<file path="src/rtl/riscv_pkg.sv">
// Shared encodings for the M stage: load/store funct3 codes, WB mux selects,
// the canonical NOP and the memory-cycle FSM state type.
package riscv_pkg;
  localparam logic [2:0] F3_LB  = 3'b000;
  localparam logic [2:0] F3_LH  = 3'b001;
  localparam logic [2:0] F3_LW  = 3'b010;
  localparam logic [2:0] F3_LBU = 3'b100;
  localparam logic [2:0] F3_LHU = 3'b101;

  // Low two funct3 bits carry the access size for both loads and stores
  localparam logic [1:0] SZ_B = 2'b00;
  localparam logic [1:0] SZ_H = 2'b01;
  localparam logic [1:0] SZ_W = 2'b10;

  localparam logic [1:0] RS_ALU = 2'b00;
  localparam logic [1:0] RS_MEM = 2'b01;
  localparam logic [1:0] RS_PC4 = 2'b10;

  localparam logic [31:0] NOP_INSTR = 32'h0000_0013;

  typedef enum logic {S_IDLE = 1'b0, S_WAIT = 1'b1} mem_state_e;
endpackage

</file>
<file path="src/rtl/lsu_align.sv">
// Byte-lane steering: store data replication / byte enables, and load
// lane extraction with sign or zero extension.
module lsu_align
  import riscv_pkg::*;
(
  input  logic        store_i,
  input  logic [2:0]  funct3_i,
  input  logic [1:0]  off_i,
  input  logic [31:0] wdata_i,
  input  logic [31:0] rdata_i,
  output logic [3:0]  be_o,
  output logic [31:0] wdata_o,
  output logic [31:0] rdata_o
);
  logic [31:0] lane;

  assign lane = rdata_i >> {off_i, 3'b000};

  always_comb begin
    be_o    = 4'b1111;
    wdata_o = wdata_i;
    if (store_i) begin
      case (funct3_i[1:0])
        SZ_B: begin
          be_o    = 4'b0001 << off_i;
          wdata_o = {4{wdata_i[7:0]}};
        end
        SZ_H: begin
          be_o    = 4'b0011 << off_i;
          wdata_o = {2{wdata_i[15:0]}};
        end
        default: ;
      endcase
    end
  end

  always_comb begin
    case (funct3_i)
      F3_LB:   rdata_o = {{24{lane[7]}}, lane[7:0]};
      F3_LH:   rdata_o = {{16{lane[15]}}, lane[15:0]};
      F3_LBU:  rdata_o = {24'h0, lane[7:0]};
      F3_LHU:  rdata_o = {16'h0, lane[15:0]};
      default: rdata_o = rdata_i;
    endcase
  end
endmodule

</file>
<file path="src/rtl/memory_cycle.sv">
// M stage: issues data-memory requests, stalls on wait states, traps
// misaligned accesses and holds the MEM/WB pipeline register.
module memory_cycle
  import riscv_pkg::*;
(
  input  logic        clk,
  input  logic        rst_n,
  input  logic        RegWrite_M,
  input  logic        MemWrite_M,
  input  logic        MemRead_M,
  input  logic [1:0]  ResultSrc_M,
  input  logic [2:0]  funct3_M,
  input  logic [4:0]  RD_M,
  input  logic [31:0] ALU_Result_M,
  input  logic [31:0] WriteData_M,
  input  logic [31:0] PCPlus4_M,
  input  logic [31:0] Instr_M,
  output logic        dmem_req,
  output logic        dmem_we,
  output logic [31:0] dmem_addr,
  output logic [31:0] dmem_wdata,
  output logic [3:0]  dmem_be,
  input  logic [31:0] dmem_rdata,
  input  logic        dmem_ready,
  output logic        Stall_M,
  output logic        Misalign_M,
  output logic        RegWrite_W,
  output logic [1:0]  ResultSrc_W,
  output logic [4:0]  RD_W,
  output logic [31:0] ALU_Result_W,
  output logic [31:0] ReadData_W,
  output logic [31:0] PCPlus4_W,
  output logic [31:0] Instr_W
);
  mem_state_e  state_q;
  logic        access, misaligned, aligned_acc, bubble, is_load;
  logic [1:0]  off;
  logic [31:0] load_val;

  assign off         = ALU_Result_M[1:0];
  assign access      = MemRead_M | MemWrite_M;
  assign misaligned  = ((funct3_M[1:0] == SZ_H) & off[0]) |
                       ((funct3_M[1:0] == SZ_W) & (off != 2'b00));
  assign aligned_acc = access & ~misaligned;
  assign is_load     = MemRead_M & ~MemWrite_M;

  // Outputs forced low while reset is held so a stalled access is dropped cleanly
  assign dmem_req   = rst_n & (aligned_acc | (state_q == S_WAIT));
  assign Stall_M    = rst_n & aligned_acc & ~dmem_ready;
  assign Misalign_M = rst_n & access & misaligned;
  assign bubble     = Stall_M | Misalign_M;

  assign dmem_addr = {ALU_Result_M[31:2], 2'b00};
  assign dmem_we   = MemWrite_M;

  lsu_align u_align (
    .store_i  (MemWrite_M),
    .funct3_i (funct3_M),
    .off_i    (off),
    .wdata_i  (WriteData_M),
    .rdata_i  (dmem_rdata),
    .be_o     (dmem_be),
    .wdata_o  (dmem_wdata),
    .rdata_o  (load_val)
  );

  always_ff @(posedge clk or negedge rst_n) begin
    if (!rst_n) begin
      state_q <= S_IDLE;
    end else begin
      case (state_q)
        S_IDLE:  if (aligned_acc && !dmem_ready) state_q <= S_WAIT;
        S_WAIT:  if (dmem_ready) state_q <= S_IDLE;
        default: state_q <= S_IDLE;
      endcase
    end
  end

  always_ff @(posedge clk or negedge rst_n) begin
    if (!rst_n) begin
      RegWrite_W   <= 1'b0;
      ResultSrc_W  <= 2'b00;
      RD_W         <= 5'd0;
      ALU_Result_W <= 32'h0;
      ReadData_W   <= 32'h0;
      PCPlus4_W    <= 32'h0;
      Instr_W      <= NOP_INSTR;
    end else if (bubble) begin
      RegWrite_W   <= 1'b0;
      ResultSrc_W  <= 2'b00;
      RD_W         <= 5'd0;
      ALU_Result_W <= 32'h0;
      ReadData_W   <= 32'h0;
      PCPlus4_W    <= 32'h0;
      Instr_W      <= NOP_INSTR;
    end else begin
      RegWrite_W   <= RegWrite_M;
      ResultSrc_W  <= ResultSrc_M;
      RD_W         <= RD_M;
      ALU_Result_W <= ALU_Result_M;
      ReadData_W   <= is_load ? load_val : 32'h0;
      PCPlus4_W    <= PCPlus4_M;
      Instr_W      <= Instr_M;
    end
  end
endmodule

</file>
<file path="config.mk">
export PLATFORM = sky130hd
export DESIGN_NAME = memory_cycle
export DESIGN_NICKNAME = d
export VERILOG_FILES = /design/src/rtl/riscv_pkg.sv /design/src/rtl/lsu_align.sv /design/src/rtl/memory_cycle.sv
export SDC_FILE = /design/constraint.sdc
export NUM_CORES = 1
export LEC_CHECK = 0
export BUFFER_PORTS_ARGS = -buffer_cell sky130_fd_sc_hd__buf_4
export CORE_AREA = 2 2 148 150
export DETAILED_ROUTE_END_ITERATION = 7
export DIE_AREA = 0 0 150 152
export GPL_TIMING_DRIVEN = 0
export PLACE_DENSITY = 0.63
export SLEW_MARGIN = 40
export SYNTH_ARGS = -nofsm -noshare
export SYNTH_HDL_FRONTEND = slang
export SYNTH_SLANG_ARGS = --single-unit
</file>
<file path="constraint.sdc">
create_clock -name clk -period 2.34 [get_ports clk]
set_clock_uncertainty 0.1 [all_clocks]
set_input_delay 0.468 -clock clk [delete_from_list [all_inputs] [get_ports clk]]
set_output_delay 0.468 -clock clk [all_outputs]
set_load 0.1 [all_outputs]
</file>
==> results of run 1 <==
-- layout by cell type (no fill, tap or decap), drive strengths merged, types with 2 or more instances in the layout --
| cell | count |
|---|---|
| nor3 | 24 |
| mux2i | 17 |
| o2bb2ai | 7 |
| a211oi | 8 |
| dfrtp | 134 |
| nor2 | 47 |
| buf | 437 |
| inv | 10 |
| clkinvlp | 4 |
| a21oi | 9 |
| o22ai | 8 |
| conb | 2 |
| nand2 | 29 |
| and2 | 101 |
| clkbuf | 31 |
| mux2 | 8 |
| nand2b | 5 |
| dfstp | 3 |
| a2bb2oi | 8 |
| or2 | 2 |
| o21ai | 5 |
| nor2b | 3 |
-- kinds of logic (layout without fill, tap and decap cells) --
group	Yosys count	in the layout	synth area share
AO/OA/AOI/OAI	49	49	0.0671
buffers and inverters	75	484	0.0887
flip-flops	137	137	0.592
multiplexers	25	25	0.0455
other	1	2	0.000647
AND/OR/NAND/NOR	215	215	0.206
-- registers in the layout (all words and copies together) (netlist names) --
signal and cells:
RegWrite_W 1, PCPlus4_W 32, state_q 1, RD_W 5
Instr_W 32, ALU_Result_W 32, ResultSrc_W 2, ReadData_W 32
-- worst reg2reg max path: cells and delay by family (launching register included) --
family	cells	cell delay, ps
simple gates	1	70
compound gates	1	250
flops	1	360
-- cells in the mapped netlist --
cell	count
nor3_2	10
a311oi_4	1
buf_2	6
nor3b_1	1
nor4b_4	1
nand3b_1	1
o21ai_2	1
a21oi_1	9
o41ai_4	1
nand2b_1	5
nor2_2	1
o2bb2ai_1	7
buf_6	9
clkbuf_1	12
o221a_1	1
mux2i_1	16
mux2_2	8
mux2i_2	1
a2bb2oi_1	8
buf_1	3
a211oi_1	8
clkinv_1	1
inv_1	2
dfstp_2	3
conb_1	1
o21ai_1	1
o22a_1	1
nand3_1	1
and2_1	101
nor3_1	14
nor2b_1	3
o21ai_0	3
nand2_1	29
buf_4	42
or2_1	1
nor2_1	46
o22ai_1	8
dfrtp_1	134
or2_2	1
-- layout make-up --
cell class | count | area [µm²] | share of cell area
clock buffers | 19 | 443 | 0.0453
clock inverters | 13 | 133 | 0.0136
inverters | 3 | 13.8 | 0.00141
flip-flops and latches | 137 | 3430 | 0.351
repair buffers | 379 | 2910 | 0.298
well taps | 280 | 350 | 0.0358
plain buffers | 70 | 510 | 0.0522
multi-input cells | 291 | 1980 | 0.203
-- timing repair --
| action | in CTS | in global routing |
|---|---|---|
| cloned | 0 | 0 |
| pin swaps | 1 | 1 |
| endpoints found under the hold margin | 64 | 64 |
| gates resized for setup | 15 | 8 |
| endpoints found under the setup margin | 28 | 19 |
-- layer usage --
layer	part of all wire	up-vias
met5	0	-
met4	0.013	0
met3	0.091	12
met2	0.52	233
met1	0.37	2363
li1	-	2385
-- power breakdown --
part | internal (µW) | total [µW] | leakage [µW] | switching (µW)
combinational | 722 | 2930 | 0.00294 | 2210
clock | 1520 | 2640 | 0.000270 | 1110
sequential | 2530 | 2570 | 0.00172 | 46.9
-- how the worst max path moves through the flow --
stage,start,to,slack (ps),cells after the start
after floorplan,ALU_Result_M[0],dmem_be[1],-350,5
after global placement,rst_n,RD_W[2],-1200,6
after detailed placement,MemWrite_M,dmem_wdata[30],-440,6
after CTS,funct3_M[1],dmem_wdata[12],0.9,6
after global routing,funct3_M[0],dmem_wdata[30],10,5
final,funct3_M[0],dmem_wdata[24],60,5
-- per-stage QoR --
stage / setup TNS (ps) / setup slack [ps] / utilization / hold WS, ps / cell area, µm²
6_report: 0 / 62.5 / 0.458 / -154 / 9770
5_1_grt: 0 / 9.83 / 0.458 / -153 / 9770
4_1_cts: 0 / 0.944 / 0.457 / -88.1 / 9760
3_5_place_dp: -13980 / -437 / 0.428 / 361 / 9140
3_3_place_gp: -163430 / -1200 / 0.427 / 391 / 9110
2_1_floorplan: -2270 / -353 / - / 72.4 / 5920
==> results by group, run 1 <==
Die
  – Starting Density: 0.272
  – Die Y-Extent: 152 µm
  – Die X: 150 µm
  – FP Rows: 54
  – I/O pins: 384
  – Die area: 22800 µm²
  – Core area: 21400 µm²

Synth
  – Cell taking the most area after synthesis: dfrtp_1
  – Mapped Cells: 502
  – Syn Std Cell Area: 5800 µm²
  – Distinct cells, synth: 39
  – #FFs+latches synth: 137
  – Sequential element share of the synthesized area: 0.592
  – Ys Warns: 0
  – Avg Synthesized Cell Area: 11.6 µm²
  – Top cells by area, synth: dfrtp_1 58%, and2_1 11%, buf_4 5.4%
  – Post-synth top area share: 0.578

STA
  – Count of pins over their slew limit: 0
  – RSZ-0062 raised after global routing: false
  – Max Freq: 439 MHz
  – Worst slew margin: 0.538
  – Worst Hold Margin: -154 ps
  – Hold Vio Cnt, Final: 64
  – Post-layout minimum cycle time: 2280 ps
  – Final Cycle Share: 0.973
  – Endpoints failing setup: 0
  – Slew of the pin with the lowest slew margin: 691 ps

Route
  – Initial DRC count: 141
  – Vias per cell: 4.19
  – Wire per inst: 16.7 µm
  – Antenna violation net count after detailed routing: 0
  – Via count: 4993
  – # DRC: 0
  – Post-Route WL: 19900 µm
  – Drt first pass iters: 6

Clock network
  – CTS Root Cell: clkbuf_16
  – Clk buf depth: 2
  – CTS tree: yes
  – Clk slew on worst S/H paths: 70 ps
  – Clk_lat worst skew: 410 ps
  – Sink Count: 137
  – CTS Buf Count: 17
  – H-tree depth: 4
  – Post-CTS setup buffer count: 0

Worst setup path
  – Worst Reg-to-Reg Cells: 2
  – RR Endpoint: state_q
  – Critical Path Sink Type: primary output
  – Setup crit start kind: primary input
  – Crit path kind: primary input to primary output
  – Worst reg2reg startpoint: state_q
  – Crit-path cells: buf_6, buf_2, mux2i_1, a21oi_4, buf_4
  – CP delay by family, top: buffers and inverters
  – Slowest cell delay on critical path: 420 ps
  – Worst path bufs/invs: 3
  – CP max-delay cell: buf_2
  – Worst Path Arrival: 1710 ps
  – Worst Path Max Fanout: 19
  – Register-to-register setup slack: 1440 ps
  – Data required, critical path: 1770 ps

Pwr
  – Lkg Pwr: 0.00493 µW
  – Peak VDD IR: 432 µV
  – PwrDens: 833 nW/µm²
  – Tot Pwr: 8140 µW

Global route
  – GRT met3 Usage: 0.0568
  – GRT met1 Usage: 0.192
  – Largest net degree at the start of global routing: 74
  – Met2 capacity usage during global routing: 0.305
  – Gr busiest metal: met2
  – Initial antenna violation count: 0
  – GRT overflow: 0
  – Global-route wire length before repair: 29600 µm
  – Vias in the first global route: 5276
  – Total track usage: 0.170

Run
  – Max Cap Viol: 0

Place
  – HPWL Detailed: 15800 µm
  – Final Wtd Congestion: 0.780
  – Port Buffer Count: 378
  – DP Cell Count: 1162

Finish
  – Share of layout cells above drive strength 1: 0.577
  – Post-layout nets: 1075
  – P&R area growth vs syn: 68.5%
  – # fillers: 2074
  – Ant. Diodes: 0
  – Layout Cells excl Fill: 1192

Status
  – Outcome: complete, but fails checks
  – Violated checks: hold timing

Min path
  – Hold Crit Class: primary input to async pin
Power figures use the tool's default switching activity.
==> run 2: changes to the inputs <==
--- a/config.mk
+++ b/config.mk
@@ -5,7 +5,7 @@
 export SDC_FILE = /design/constraint.sdc
 export NUM_CORES = 1
 export LEC_CHECK = 0
-export BUFFER_PORTS_ARGS = -buffer_cell sky130_fd_sc_hd__buf_4
+export BUFFER_PORTS_ARGS = -buffer_cell sky130_fd_sc_hd__buf_2
 export CORE_AREA = 2 2 148 150
 export DETAILED_ROUTE_END_ITERATION = 7
 export DIE_AREA = 0 0 150 152
==> run 2 against run 1 <==
The flow still finishes with violations (hold timing). Sequential power barely moved. First-iteration DRC count grew 13%. Sequential share of layout area is 3.3 points higher. Flip-flop and latch count unchanged. Via count up 1.6%. Critical path depth rose by 1. Clock-buffer cell count decreased by 1. Critical path type unchanged. Largest cell class unchanged.
==> results by group, run 2 (synthesized netlist as in run 1, its figures left out) <==
Status
  – Outcome: complete, but fails checks (unchanged)
  – Violated checks: hold timing (unchanged)

Route
  – Vias per cell: 4.24 (was 4.19)
  – Wire per inst: 16.2 µm (was 16.7 µm)
  – Initial DRC count: 159 (was 141)
  – Drt first pass iters: 5 (was 6)
  – # DRC: 0 (unchanged)
  – Via count: 5071 (was 4993)
  – Antenna violation net count after detailed routing: 0 (unchanged)
  – Post-Route WL: 19300 µm (was 19900 µm)

Worst setup path
  – CP delay by family, top: buffers and inverters (unchanged)
  – Worst Reg-to-Reg Cells: 2 (unchanged)
  – Critical path's most frequent cell: buf_2
  – Register-to-register setup slack: 1440 ps (about the same)
  – CP max-delay cell: buf_2 (unchanged)
  – Setup crit start kind: primary input (unchanged)
  – Slowest cell delay on critical path: 440 ps (was 420 ps)
  – Crit-path cells: buf_2, nor2b_1, clkbuf_2, buf_4, o21ai_2, buf_2 (was buf_6, buf_2, mux2i_1, a21oi_4, buf_4)
  – Data required, critical path: 1770 ps (about the same)
  – Crit path kind: primary input to primary output (unchanged)
  – Worst Path Arrival: 1690 ps (was 1710 ps)
  – Critical Path Sink Type: primary output (unchanged)
  – RR Endpoint: state_q (unchanged)
  – Worst path bufs/invs: 4 (was 3)
  – Worst reg2reg startpoint: state_q (unchanged)
  – Worst Path Max Fanout: 10 (was 19)

Finish
  – Post-layout nets: 1078 (was 1075)
  – P&R area growth vs syn: 54.0% (was 68.5%)
  – Layout Cells excl Fill: 1195 (was 1192)
  – Design area: 8930 µm² (was 9770 µm²)
  – Ant. Diodes: 0 (unchanged)
  – Commonest non-fill, non-tap cell in the layout: buf_2 (was buf_4)
  – Layout Utilization: 0.418 (was 0.458)
  – Share of layout cells above drive strength 1: 0.578 (was 0.577)
  – Commonest cells after routing, fill and taps aside: 353 x buf_2, 134 x dfrtp_1, 101 x and2_1 (was 413 x buf_4, 134 x dfrtp_1, 101 x and2_1)

Die
  – Die area: 22800 µm² (unchanged)
  – FP Rows: 54 (unchanged)
  – I/O pins: 384 (unchanged)
  – Die Y-Extent: 152 µm (unchanged)
  – Core area: 21400 µm² (unchanged)
  – Starting Density: 0.272 (unchanged)
  – Die X: 150 µm (unchanged)

Place
  – Port Buffer Count: 378 (unchanged)
  – HPWL Detailed: 15200 µm (was 15800 µm)
  – Final Wtd Congestion: 0.810 (was 0.780)
  – Dpl cell area: 8200 µm² (was 9140 µm²)
  – DP Cell Count: 1162 (unchanged)

STA
  – Final Cycle Share: 0.967 (was 0.973)
  – Worst slew margin: 0.545 (was 0.538)
  – Max Freq: 442 MHz (was 439 MHz)
  – Worst Hold Margin: -183 ps (was -154 ps)
  – Endpoints failing setup: 0 (unchanged)
  – Count of pins over their slew limit: 0 (unchanged)
  – Post-layout minimum cycle time: 2260 ps (was 2280 ps)
  – Hold Vio Cnt, Final: 62 (was 64)
  – Slew of the pin with the lowest slew margin: 681 ps (was 691 ps)
  – RSZ-0062 raised after global routing: false (unchanged)

Min path
  – Hold Crit Class: primary input to async pin (unchanged)

Clock network
  – CTS Buf Count: 17 (unchanged)
  – Clk buf depth: 2 (unchanged)
  – CTS Root Cell: clkbuf_16 (unchanged)
  – H-tree depth: 4 (unchanged)
  – Sink Count: 137 (unchanged)
  – CTS tree: yes (unchanged)
  – Clk_lat worst skew: 420 ps (was 410 ps)
  – Clk slew on worst S/H paths: 70 ps (about the same)

Global route
  – Largest net degree at the start of global routing: 74 (unchanged)
  – Initial antenna violation count: 1 (was 0)
  – Gr busiest metal: met2 (unchanged)
  – Vias in the first global route: 5121 (was 5276)
  – GRT overflow: 0 (unchanged)
  – Global-route wire length before repair: 28700 µm (was 29600 µm)
  – GRT met1 Usage: 0.192 (about the same)
  – Met2 capacity usage during global routing: 0.298 (was 0.305)
  – Total track usage: 0.165 (was 0.170)
  – GRT met3 Usage: 0.0462 (was 0.0568)

Pwr
  – Lkg Pwr: 0.00469 µW (was 0.00493 µW)
  – PwrDens: 885 nW/µm² (was 833 nW/µm²)
  – Peak VDD IR: 393 µV (was 432 µV)

Run
  – Max Cap Viol: 0 (unchanged)
run 2: routing by layer:
layer  part of all wire  routed length, µm
met5            0.00057                 11
met4              0.010                198
met2               0.52              10000
met3              0.082               1580
met1               0.39               7540
run 2: stage by stage:
step	worst slack, ps	TNS, ps	total power (µW)
2_1_floorplan	-353	-2270	4740
3_3_place_gp	-2380	-500260	5300
3_5_place_dp	-584	-18230	5320
4_1_cts	5.08	0	7980
5_1_grt	8.81	0	8190
6_report	77.6	0	7900
run 2: worst max path at each step:
stage,depth (start not counted),from,endpoint
2_1_floorplan,5,ALU_Result_M[0],dmem_be[1]
3_3_place_gp,6,rst_n,PCPlus4_W[7]
3_5_place_dp,7,MemWrite_M,dmem_wdata[22]
4_1_cts,4,rst_n,Misalign_M
5_1_grt,7,funct3_M[1],dmem_wdata[11]
6_report,6,MemWrite_M,dmem_be[0]
run 2: final cells by class:
| class | instances | area [µm²] |
|---|---|---|
| clock buffers | 18 | 429 |
| multi-input cells | 291 | 1980 |
| clock inverters | 14 | 136 |
| repair buffers | 381 | 2070 |
| inverters | 3 | 13.8 |
| fillers | 2142 | 12400 |
| plain buffers | 71 | 518 |
| flip-flops and latches | 137 | 3430 |
| well taps | 280 | 350 |
run 2: repair_timing:
action	4_1_cts	5_1_grt
buffers inserted	2	0
gates resized for setup	34	25
setup endpoints to repair	30	27
pin swaps	1	0
endpoints found under the hold margin	62	62
run 2: worst register-to-register path, stage by stage, from the launching register on:
cell	delay, ps
dfrtp_1	370
a21oi_1	250
nor2_1	70
run 2: report_power, final:
part	internal (µW)	switching [µW]	leakage [µW]	total, µW
clock	1490	1110	0.000269	2600
combinational	533	2210	0.00271	2740
sequential	2520	38.0	0.00172	2560
total	4550	3360	0.00469	7900
==> run 3: changes to the inputs <==
--- a/config.mk
+++ b/config.mk
@@ -5,12 +5,13 @@
 export SDC_FILE = /design/constraint.sdc
 export NUM_CORES = 1
 export LEC_CHECK = 0
+export ABC_CLOCK_PERIOD_IN_PS = 2720
 export BUFFER_PORTS_ARGS = -buffer_cell sky130_fd_sc_hd__buf_2
-export CORE_AREA = 2 2 148 150
+export CORE_AREA = 2 2 147 149
 export DETAILED_ROUTE_END_ITERATION = 7
-export DIE_AREA = 0 0 150 152
+export DIE_AREA = 0 0 149 151
 export GPL_TIMING_DRIVEN = 0
-export PLACE_DENSITY = 0.63
+export PLACE_DENSITY = 0.64
 export SLEW_MARGIN = 40
 export SYNTH_ARGS = -nofsm -noshare
 export SYNTH_HDL_FRONTEND = slang
==> constraint.sdc (replaced) <==
create_clock -name clk -period 2.72 [get_ports clk]
set_clock_uncertainty 0.1 [all_clocks]
set_input_delay 0.544 -clock clk [delete_from_list [all_inputs] [get_ports clk]]
set_output_delay 0.544 -clock clk [all_outputs]
set_load 0.1 [all_outputs]
==> run 3 against run 2 <==
The run now ends clean. Via count grew 0.22%. Power shrank 13%. Die area shrank 1.3%. First-iteration DRC count grew 12%. Final area shrank 1.5%. Worst hold slack gained 410 ps. Sequential share of layout area grew 0.58 points. Worst setup slack gained 9.6 ps. Clock-buffer cell count shrank 1. Clock power shrank 12%. Combinational power shrank 15%. Highest routed layer unchanged.
==> results by group, run 3 (synthesized netlist as in run 1, its figures left out) <==
Place
  – Port Buffer Count: 378 (unchanged)
  – DP Cell Count: 1157 (was 1162)
  – Final Wtd Congestion: 0.830 (was 0.810)
  – HPWL Detailed: 16300 µm (was 15200 µm)
  – Dpl cell area: 8100 µm² (was 8200 µm²)

Clock network
  – Clk buf depth: 2 (unchanged)
  – Clk slew on worst S/H paths: 70 ps (about the same)
  – Post-CTS setup buffer count: 0 (was 2)
  – H-tree depth: 4 (unchanged)
  – CTS Buf Count: 17 (unchanged)
  – Clk_lat worst skew: 400 ps (was 420 ps)
  – Sink Count: 137 (unchanged)
  – CTS Root Cell: clkbuf_16 (unchanged)
  – CTS tree: yes (unchanged)

Die
  – Die Y-Extent: 151 µm (was 152 µm)
  – FP Rows: 53 (was 54)
  – Core area: 20800 µm² (was 21400 µm²)
  – Die X: 149 µm (was 150 µm)
  – I/O pins: 384 (unchanged)
  – Die area: 22500 µm² (was 22800 µm²)
  – Starting Density: 0.279 (was 0.272)

Pwr
  – Part of the power in registers: 0.322 (was 0.324)
  – Comb pwr share: 0.342 (was 0.347)
  – Internal Power: 3980 µW (was 4550 µW)
  – Clock share of power: 0.336 (was 0.329)
  – Net Sw Frac: 0.419 (was 0.425)
  – PwrDens: 779 nW/µm² (was 885 nW/µm²)
  – P_sw: 2870 µW (was 3360 µW)
  – Lkg Pwr: 0.00467 µW (was 0.00469 µW)
  – Peak VDD IR: 338 µV (was 393 µV)

Route
  – Wire per inst: 17.3 µm (was 16.2 µm)
  – # DRC: 0 (unchanged)
  – Drt first pass iters: 4 (was 5)
  – Vias per cell: 4.26 (was 4.24)
  – Antenna violation net count after detailed routing: 0 (unchanged)
  – Via count: 5082 (was 5071)
  – Initial DRC count: 178 (was 159)
  – Post-Route WL: 20600 µm (was 19300 µm)

Worst setup path
  – Worst setup startpoint: funct3_M[1] (was MemWrite_M)
  – Setup crit start kind: primary input (unchanged)
  – Critical Path Sink Type: primary output (unchanged)
  – Data required, critical path: 2080 ps (was 1770 ps)
  – Worst reg2reg startpoint: state_q (unchanged)
  – CP delay by family, top: buffers and inverters (unchanged)
  – RR Endpoint: state_q (unchanged)
  – Slowest cell delay on critical path: 390 ps (was 440 ps)
  – CP max-delay cell: mux2_2 (was buf_2)
  – Worst path bufs/invs: 3 (was 4)
  – Worst Path Max Fanout: 9 (was 10)
  – Crit-path cells: buf_2, clkinvlp_4, nand2_2, nor2_4, mux2_2, buf_4 (was buf_2, nor2b_1, clkbuf_2, buf_4, o21ai_2, buf_2)
  – Worst Path Arrival: 1990 ps (was 1690 ps)
  – Worst Reg-to-Reg Cells: 2 (unchanged)
  – Crit path kind: primary input to primary output (unchanged)
  – Register-to-register setup slack: 1910 ps (was 1440 ps)

STA
  – Hold Vio Cnt, Final: 0 (was 62)
  – Endpoints failing setup: 0 (unchanged)
  – Setup TNS: 0 ps (unchanged)
  – Worst Hold Margin: 224 ps (was -183 ps)
  – RSZ-0062 raised after global routing: false (unchanged)
  – Max Freq: 380 MHz
  – Worst slew margin: 0.535 (was 0.545)
  – Post-layout minimum cycle time: 2630 ps
  – Final Cycle Share: 0.968
  – Count of pins over their slew limit: 0 (unchanged)
  – Slew of the pin with the lowest slew margin: 694 ps (was 681 ps)

Finish
  – Post-layout nets: 1079 (was 1078)
  – Commonest cells after routing, fill and taps aside: 368 x buf_2, 134 x dfrtp_1, 101 x and2_1 (was 353 x buf_2, 134 x dfrtp_1, 101 x and2_1)
  – Sequential Area: 3430 µm² (unchanged)
  – Area of the multi-input gates: 1890 µm² (was 1980 µm²)
  – Commonest non-fill, non-tap cell in the layout: buf_2 (unchanged)
  – # fillers: 2090 (was 2142)
  – P&R area growth vs syn: 51.7% (was 54.0%)
  – Design area: 8800 µm² (was 8930 µm²)
  – Layout Cells excl Fill: 1192 (was 1195)
  – Share of layout cells above drive strength 1: 0.559 (was 0.578)

Global route
  – Initial antenna violation count: 1 (unchanged)
  – Total track usage: 0.178 (was 0.165)
  – Vias in the first global route: 5101 (was 5121)
  – GRT overflow: 0 (unchanged)
  – Largest net degree at the start of global routing: 74 (unchanged)
  – Global-route wire length before repair: 29400 µm (was 28700 µm)

Run
  – Max Cap Viol: 0 (unchanged)

Min path
  – Worst hold path startpoint: Instr_M[1]
  – Hold Crit Class: primary input to register (was primary input to async pin)
  – Worst Hold End: Instr_W[1]
  – Hold path depth: 2

Status
  – Outcome: complete, no violations (was complete, but fails checks)
[run 3: timing repair]
item	4_1_cts	5_1_grt
hold buffers	3	0
hold endpoints to repair	44	0
setup endpoints to repair	29	20
gates resized for setup	25	5
[run 3: how the worst max path moves through the flow]
stage,to,slack [ps],cells past startpoint
floorplan,dmem_wdata[25],-450,4
global placement,Stall_M,-2360,4
detailed placement,dmem_be[1],-340,6
CTS,dmem_req,7,6
global route,dmem_wdata[9],30,6
finish,dmem_wdata[9],90,6
[run 3: metal layers]
metal / up-vias / routed length (µm) / global-route usage
met3: 28 / 1690 / 0.0551
met4: 2 / 573 / 0.0719
li1: 2401 / - / -
met1: 2381 / 7530 / 0.193
met2: 270 / 10800 / 0.323
met5: - / 13 / 0
[run 3: final cells by class]
cell class / count / area share
Sequential cell: 137 / 0.390
Timing Repair Buffer: 382 / 0.229
Multi-Input combinational cell: 291 / 0.215
Buffer: 71 / 0.0576
Clock buffer: 17 / 0.0483
Tap cell: 275 / 0.0391
Clock inverter: 15 / 0.0185
Inverter: 3 / 0.00171
Antenna cell: 1 / 0.000284
[run 3: power by group through the flow]
stage | clock network [µW] | registers (µW) | logic [µW]
floorplan | 0 | 3240 | 826
CTS | 2370 | 2200 | 2360
global placement | 0 | 2240 | 2320
global route | 2480 | 2220 | 2430
finish | 2300 | 2200 | 2340
detailed placement | 0 | 2240 | 2330
[run 3: worst register-to-register path, cell delays in order (launching register included)]
cell and delay [ps]:
dfrtp_1 360, a21oi_1 180, nor2_1 60
[run 3: metrics by stage]
step	util	power (µW)	setup WS, ps
after floorplan	-	4060	-451
after global placement	0.387	4560	-2360
after detailed placement	0.389	4570	-345
after CTS	0.423	6940	6.79
after global routing	0.422	7120	32.3
final	0.423	6850	87.1
